### src/rtl/mc_ctrl_pkg.sv
// Shared encodings for the multicycle control unit and the datapath muxes it drives.
// Opcode classification helpers are kept here so decode and sequencing agree.
package mc_ctrl_pkg;

  typedef enum logic [3:0] {
    StIf    = 4'b0000,
    StId    = 4'b0001,
    StExeBr = 4'b0010,
    StMem   = 4'b0011,
    StWbL   = 4'b0100,
    StExeB  = 4'b0101,
    StExeA  = 4'b0110,
    StWbA   = 4'b0111,
    StHalt  = 4'b1000
  } state_e;

  localparam logic [5:0] OpAdd  = 6'b000000;
  localparam logic [5:0] OpSub  = 6'b000001;
  localparam logic [5:0] OpAddi = 6'b000010;
  localparam logic [5:0] OpOr   = 6'b010000;
  localparam logic [5:0] OpAnd  = 6'b010001;
  localparam logic [5:0] OpOri  = 6'b010010;
  localparam logic [5:0] OpSlt  = 6'b100110;
  localparam logic [5:0] OpSw   = 6'b110000;
  localparam logic [5:0] OpLw   = 6'b110001;
  localparam logic [5:0] OpBeq  = 6'b110100;
  localparam logic [5:0] OpJ    = 6'b111000;
  localparam logic [5:0] OpJr   = 6'b111001;
  localparam logic [5:0] OpJal  = 6'b111010;
  localparam logic [5:0] OpHalt = 6'b111111;

  localparam logic [2:0] AluAdd = 3'b000;
  localparam logic [2:0] AluSub = 3'b001;
  localparam logic [2:0] AluOr  = 3'b010;
  localparam logic [2:0] AluAnd = 3'b011;
  localparam logic [2:0] AluSlt = 3'b100;

  localparam logic [1:0] PcSrcSeq    = 2'b00;
  localparam logic [1:0] PcSrcBranch = 2'b01;
  localparam logic [1:0] PcSrcReg    = 2'b10;
  localparam logic [1:0] PcSrcJump   = 2'b11;

  localparam logic [1:0] RegDstRa = 2'b00;
  localparam logic [1:0] RegDstRt = 2'b01;
  localparam logic [1:0] RegDstRd = 2'b10;

  function automatic logic is_rtype(logic [5:0] op);
    return (op == OpAdd) || (op == OpSub) || (op == OpOr) || (op == OpAnd) || (op == OpSlt);
  endfunction

  function automatic logic is_itype(logic [5:0] op);
    return (op == OpAddi) || (op == OpOri);
  endfunction

  function automatic logic is_alu(logic [5:0] op);
    return is_rtype(op) || is_itype(op);
  endfunction

  function automatic logic is_defined(logic [5:0] op);
    return is_alu(op) || (op == OpSw) || (op == OpLw) || (op == OpBeq) || (op == OpJ) ||
           (op == OpJr) || (op == OpJal) || (op == OpHalt);
  endfunction

  function automatic logic [2:0] alu_op(logic [5:0] op);
    logic [2:0] r;
    case (op)
      OpSub:        r = AluSub;
      OpOr, OpOri:  r = AluOr;
      OpAnd:        r = AluAnd;
      OpSlt:        r = AluSlt;
      default:      r = AluAdd;
    endcase
    return r;
  endfunction

endpackage

### src/rtl/mc_ctrl_decode.sv
// Combinational datapath-control decode from (state, opcode, zero).
// Every output defaults to 0 so only the asserted fields appear per state.
module mc_ctrl_decode
  import mc_ctrl_pkg::*;
(
  input  state_e     state,
  input  logic [5:0] opcode,
  input  logic       zero,
  output logic       PCWre,
  output logic [1:0] PCSrc,
  output logic       InsMemRW,
  output logic       IRWre,
  output logic       RegWre,
  output logic [1:0] RegDst,
  output logic       ALUSrcB,
  output logic [2:0] ALUOp,
  output logic       ExtSel,
  output logic       DataMemRW,
  output logic       DBDataSrc,
  output logic       WrRegData
);

  always_comb begin
    PCWre     = 1'b0;
    PCSrc     = PcSrcSeq;
    InsMemRW  = 1'b0;
    IRWre     = 1'b0;
    RegWre    = 1'b0;
    RegDst    = RegDstRa;
    ALUSrcB   = 1'b0;
    ALUOp     = AluAdd;
    ExtSel    = 1'b0;
    DataMemRW = 1'b0;
    DBDataSrc = 1'b0;
    WrRegData = 1'b0;

    case (state)
      StIf: begin
        InsMemRW = 1'b1;
        IRWre    = 1'b1;
      end
      StId: begin
        case (opcode)
          OpJ: begin
            PCWre = 1'b1;
            PCSrc = PcSrcJump;
          end
          OpJr: begin
            PCWre = 1'b1;
            PCSrc = PcSrcReg;
          end
          OpJal: begin
            PCWre  = 1'b1;
            PCSrc  = PcSrcJump;
            RegWre = 1'b1;
            RegDst = RegDstRa;
          end
          default: begin
            // Unknown opcodes retire here as a nop.
            if (!is_defined(opcode)) PCWre = 1'b1;
          end
        endcase
      end
      StExeA, StWbA: begin
        ALUSrcB = is_itype(opcode);
        ALUOp   = alu_op(opcode);
        ExtSel  = (opcode != OpOri);
        if (state == StWbA) begin
          RegWre    = 1'b1;
          RegDst    = is_rtype(opcode) ? RegDstRd : RegDstRt;
          WrRegData = 1'b1;
          PCWre     = 1'b1;
        end
      end
      StExeBr: begin
        ALUOp  = AluSub;
        ExtSel = 1'b1;
        PCWre  = 1'b1;
        PCSrc  = zero ? PcSrcBranch : PcSrcSeq;
      end
      StExeB, StMem: begin
        ALUSrcB = 1'b1;
        ExtSel  = 1'b1;
        if ((state == StMem) && (opcode == OpSw)) begin
          DataMemRW = 1'b1;
          PCWre     = 1'b1;
        end
      end
      StWbL: begin
        RegWre    = 1'b1;
        RegDst    = RegDstRt;
        WrRegData = 1'b1;
        DBDataSrc = 1'b1;
        PCWre     = 1'b1;
      end
      default: ;
    endcase
  end

endmodule

### src/rtl/mc_control_fsm.sv
// Multicycle CPU control: state register and phase sequencing; output decode lives in
// mc_ctrl_decode. Reset aborts any instruction in flight and returns to fetch.
module mc_control_fsm
  import mc_ctrl_pkg::*;
(
  input  logic       clk,
  input  logic       reset,
  input  logic [5:0] opcode,
  input  logic       zero,
  output logic       PCWre,
  output logic [1:0] PCSrc,
  output logic       InsMemRW,
  output logic       IRWre,
  output logic       RegWre,
  output logic [1:0] RegDst,
  output logic       ALUSrcB,
  output logic [2:0] ALUOp,
  output logic       ExtSel,
  output logic       DataMemRW,
  output logic       DBDataSrc,
  output logic       WrRegData,
  output logic [3:0] state
);

  state_e state_q, state_d;

  always_ff @(posedge clk or negedge reset) begin
    if (!reset) state_q <= StIf;
    else        state_q <= state_d;
  end

  always_comb begin
    state_d = StIf;
    case (state_q)
      StIf: state_d = StId;
      StId: begin
        if (is_alu(opcode)) begin
          state_d = StExeA;
        end else begin
          case (opcode)
            OpBeq:       state_d = StExeBr;
            OpSw, OpLw:  state_d = StExeB;
            OpHalt:      state_d = StHalt;
            default:     state_d = StIf;
          endcase
        end
      end
      StExeA: state_d = StWbA;
      StExeB: state_d = StMem;
      StMem:  state_d = (opcode == OpLw) ? StWbL : StIf;
      StHalt: state_d = StHalt;
      default: state_d = StIf;
    endcase
  end

  assign state = state_q;

  mc_ctrl_decode u_decode (
    .state     (state_q),
    .opcode    (opcode),
    .zero      (zero),
    .PCWre     (PCWre),
    .PCSrc     (PCSrc),
    .InsMemRW  (InsMemRW),
    .IRWre     (IRWre),
    .RegWre    (RegWre),
    .RegDst    (RegDst),
    .ALUSrcB   (ALUSrcB),
    .ALUOp     (ALUOp),
    .ExtSel    (ExtSel),
    .DataMemRW (DataMemRW),
    .DBDataSrc (DBDataSrc),
    .WrRegData (WrRegData)
  );

endmodule

### config.mk
export PLATFORM = sky130hd
export DESIGN_NAME = mc_control_fsm
export DESIGN_NICKNAME = d
export VERILOG_FILES = /design/src/rtl/mc_ctrl_pkg.sv /design/src/rtl/mc_ctrl_decode.sv /design/src/rtl/mc_control_fsm.sv
export SDC_FILE = /design/constraint.sdc
export NUM_CORES = 1
export LEC_CHECK = 0
export ABC_AREA = 1
export ABC_CLOCK_PERIOD_IN_PS = 3300
export BUFFER_PORTS_ARGS = -buffer_cell sky130_fd_sc_hd__buf_2
export CAP_MARGIN = 20
export CELL_PAD_IN_SITES_DETAIL_PLACEMENT = 1
export CELL_PAD_IN_SITES_GLOBAL_PLACEMENT = 1
export CORE_MARGIN = 2
export CORE_UTILIZATION = 29
export DETAILED_ROUTE_END_ITERATION = 8
export GPL_ROUTABILITY_DRIVEN = 0
export PLACE_DENSITY_LB_ADDON = 0.1
export SYNTH_ARGS = -nofsm -noshare
export SYNTH_HDL_FRONTEND = slang
export SYNTH_SLANG_ARGS = --single-unit
### constraint.sdc
create_clock -name clk -period 3.3 [get_ports clk]
set_input_delay 0.495 -clock clk [delete_from_list [all_inputs] [get_ports clk]]
set_output_delay 0.495 -clock clk [all_outputs]
set_load 0.01 [all_outputs]
==> results.tsv <==
stage	metric	value	unit
route	dr.pass1.iters	4	
global_route	grt_max_degree	9	
synth	yosys.area.top_type	dfrtp_1	
die	dieHeight	47.6	um
synth	synth_most_common_cell	nor2_1	
cells_and_area	nFillCells	280	
global_route	antenna_found_initial	0	
timing	fin_tns_setup	0	ps
synth	netlist_instances	101	
timing	fmax	0.498	GHz
synth	yosys-top-cells-area	dfrtp_1 18%, nor2_1 15%, nand2_1 14%, inv_1 13%, nand3_1 10%	
clock_network	ctsHoldBuffers	0	
global_route	track_usage	0.173	
setup_path	critPathKind	reg2out	
setup_path	r2r_setup_slack	2070	ps
route	drc_errors	0	
synth	ys_types	22	
setup_path	critPathRequiredTime	2800	ps
die	coreArea	1760	sq um
timing	rsz0062_at_grt	no	
setup_path	arrival	1510	ps
synth	synthArstFlopShare	1.00	
pwr	combinationalPowerShare	0.605	
run_status	status	finished, final reports clean	
global_route	grt_pass1_wl	2850	um
cells_and_area	final_util	0.416	
clock_network	h-tree-depth	1	
route	num_vias	729	
clock_network	clockRootBuffer	clkbuf_4	
global_route	grt-ovfl-total	0	
synth	yosysSeqAreaShare	0.181	
cells_and_area	largest_reg_flops	4	
timing	setup_viol	0	
timing	fin_skew	3.99	ps
setup_path	crit_path_end_kind	output pin	
cells_and_area	finalNetCount	141	
clock_network	clock_sinks	4	
pwr	seqPwrFrac	0.222	
timing	hold_slack	50.5	ps
cells_and_area	area_delta_synth_final	32.9	%
die	row_count	15	
pwr	pwr-share-clk	0.173	
timing	final.period_utilization	0.608	
route	ant_nets	0	
synth	ys_warn_count	0	
synth	synth_edf_count	0	
clock_network	worstSkewPairLatency	240	ps
timing	period_needed	2010	ps
pwr	p_int	177	uW
pwr	swShare	0.497	
global_route	grt_pass1_vias	655	
cells_and_area	num_antenna_cells	0	
clock_network	cts_buffer_depth	2	
timing	hold_viol	0	
die	die-width	47.6	um
pwr	p_switching	175	uW
synth	synth-main-ff-cell	dfrtp_1	
die	initial_core_util	0.313	
cells_and_area	drive_above_1_share	0.308	
setup_path	r2r-start	state[1]	
die	io_pins	29	
route	drt_iter0_drc	10	
setup_path	startpoint	state[1]	
synth	synth_common_cells	22 x nor2_1, 21 x nand2_1, 19 x inv_1, 11 x nand3_1, 4 x dfrtp_1	
min_path	hold_class	in2async	
place	port_buffers	28	
pwr	leakage	0.000453	uW
clock_network	cts_setup_buffers	0	
clock_network	cts_tree	yes	
pwr	ir_drop	0.000205	V
place	place_hpwl	1570	um
route	routed_wirelength	1800	um
synth	yosysTopAreaCellShare	0.181	
timing	drv_slew	0	
flow_run	drv_cap	0	
route	avgViaCountPerCell	4.70	
clock_network	clk_pin_slew_worst_paths	40	ps
timing	slew-limit-headroom	0.827	
synth	synth.avg_cell_area	5.46	sq um
pwr	power.density	480	nW/um^2
clock_network	cts_buffers	3	
clock_network	cts_resized	0	
setup_path	start_kind	flop	
synth	synth_nets	110	
route	avgRoutedWirePerCell	11.6	um
setup_path	critical_path.max_fanout	8	
synth	synth_area	552	sq um
synth	ys_seq_elements	4	
timing	worst_pin_slew	258	ps
die	dieArea	2270	sq um
-- critical path, stage by stage (launching register included) --
cell and delay, ps:
dfrtp_1 450, inv_1 100, nand2_2 80, nor2_4 200, nand2_1 110, o31ai_2 170
buf_2 160
-- cells in the final DEF (no fill, tap or decap), types with 2 or more instances in the layout --
cell,n
dfrtp_1,4
o31ai_1,2
nand2_1,21
nand4_1,2
nand3_2,2
nor2_2,3
nor2_1,22
a21oi_1,3
inv_1,19
buf_2,28
nand3_1,11
clkbuf_4,3
-- cells by family (layout without fill, tap and decap cells) --
logic type,count (synthesis),count (layout),synth area share
simple gates,65,65,0.540
buf+inv,22,51,0.159
compound gates,10,10,0.120
flops,4,4,0.181
-- stage by stage --
step | setup WS [ps] | instances | total power (uW) | instance area (sq um)
CTS | 1270 | 155 | 359 | 733
detailed placement | 1420 | 152 | 296 | 711
global placement | 1420 | 152 | 290 | 711
finish | 1290 | 155 | 352 | 733
floorplan | 1590 | 101 | 222 | 552
global route | 1200 | 155 | 388 | 733
-- layout make-up --
| class | count | area [sq um] | share of cell area |
|---|---|---|---|
| flip-flops and latches | 4 | 100 | 0.137 |
| well taps | 25 | 31.3 | 0.0427 |
| multi-input cells | 75 | 364 | 0.497 |
| clock buffers | 3 | 22.5 | 0.0307 |
| inverters | 20 | 75.1 | 0.102 |
| repair buffers | 28 | 140 | 0.191 |
-- metal layers --
metal  track usage  up-vias  part of all wire
met4        0.0324        0            0.0078
met3        0.0113        2             0.045
li1              -      378                 -
met2         0.297       22              0.47
met5             0        -                 0
met1         0.242      327              0.47
-- final timing paths --
kind	end	cells past startpoint
min	state[1]	1
min reg2reg	state[3]	1
max	RegWre	6
max in group asynchronous	state[0]	1
max reg2reg	state[2]	7
min in group clk	state[3]	1
-- power by group through the flow --
stage               combinational [uW]  clock [uW]  sequential, uW
floorplan                          142           0            79.8
global placement                   212           0            78.4
detailed placement                 217           0            79.3
CTS                                217        62.7            79.0
global route                       243        64.4            80.5
finish                             213        61.0            78.1
(Power assumes the default switching activity.)
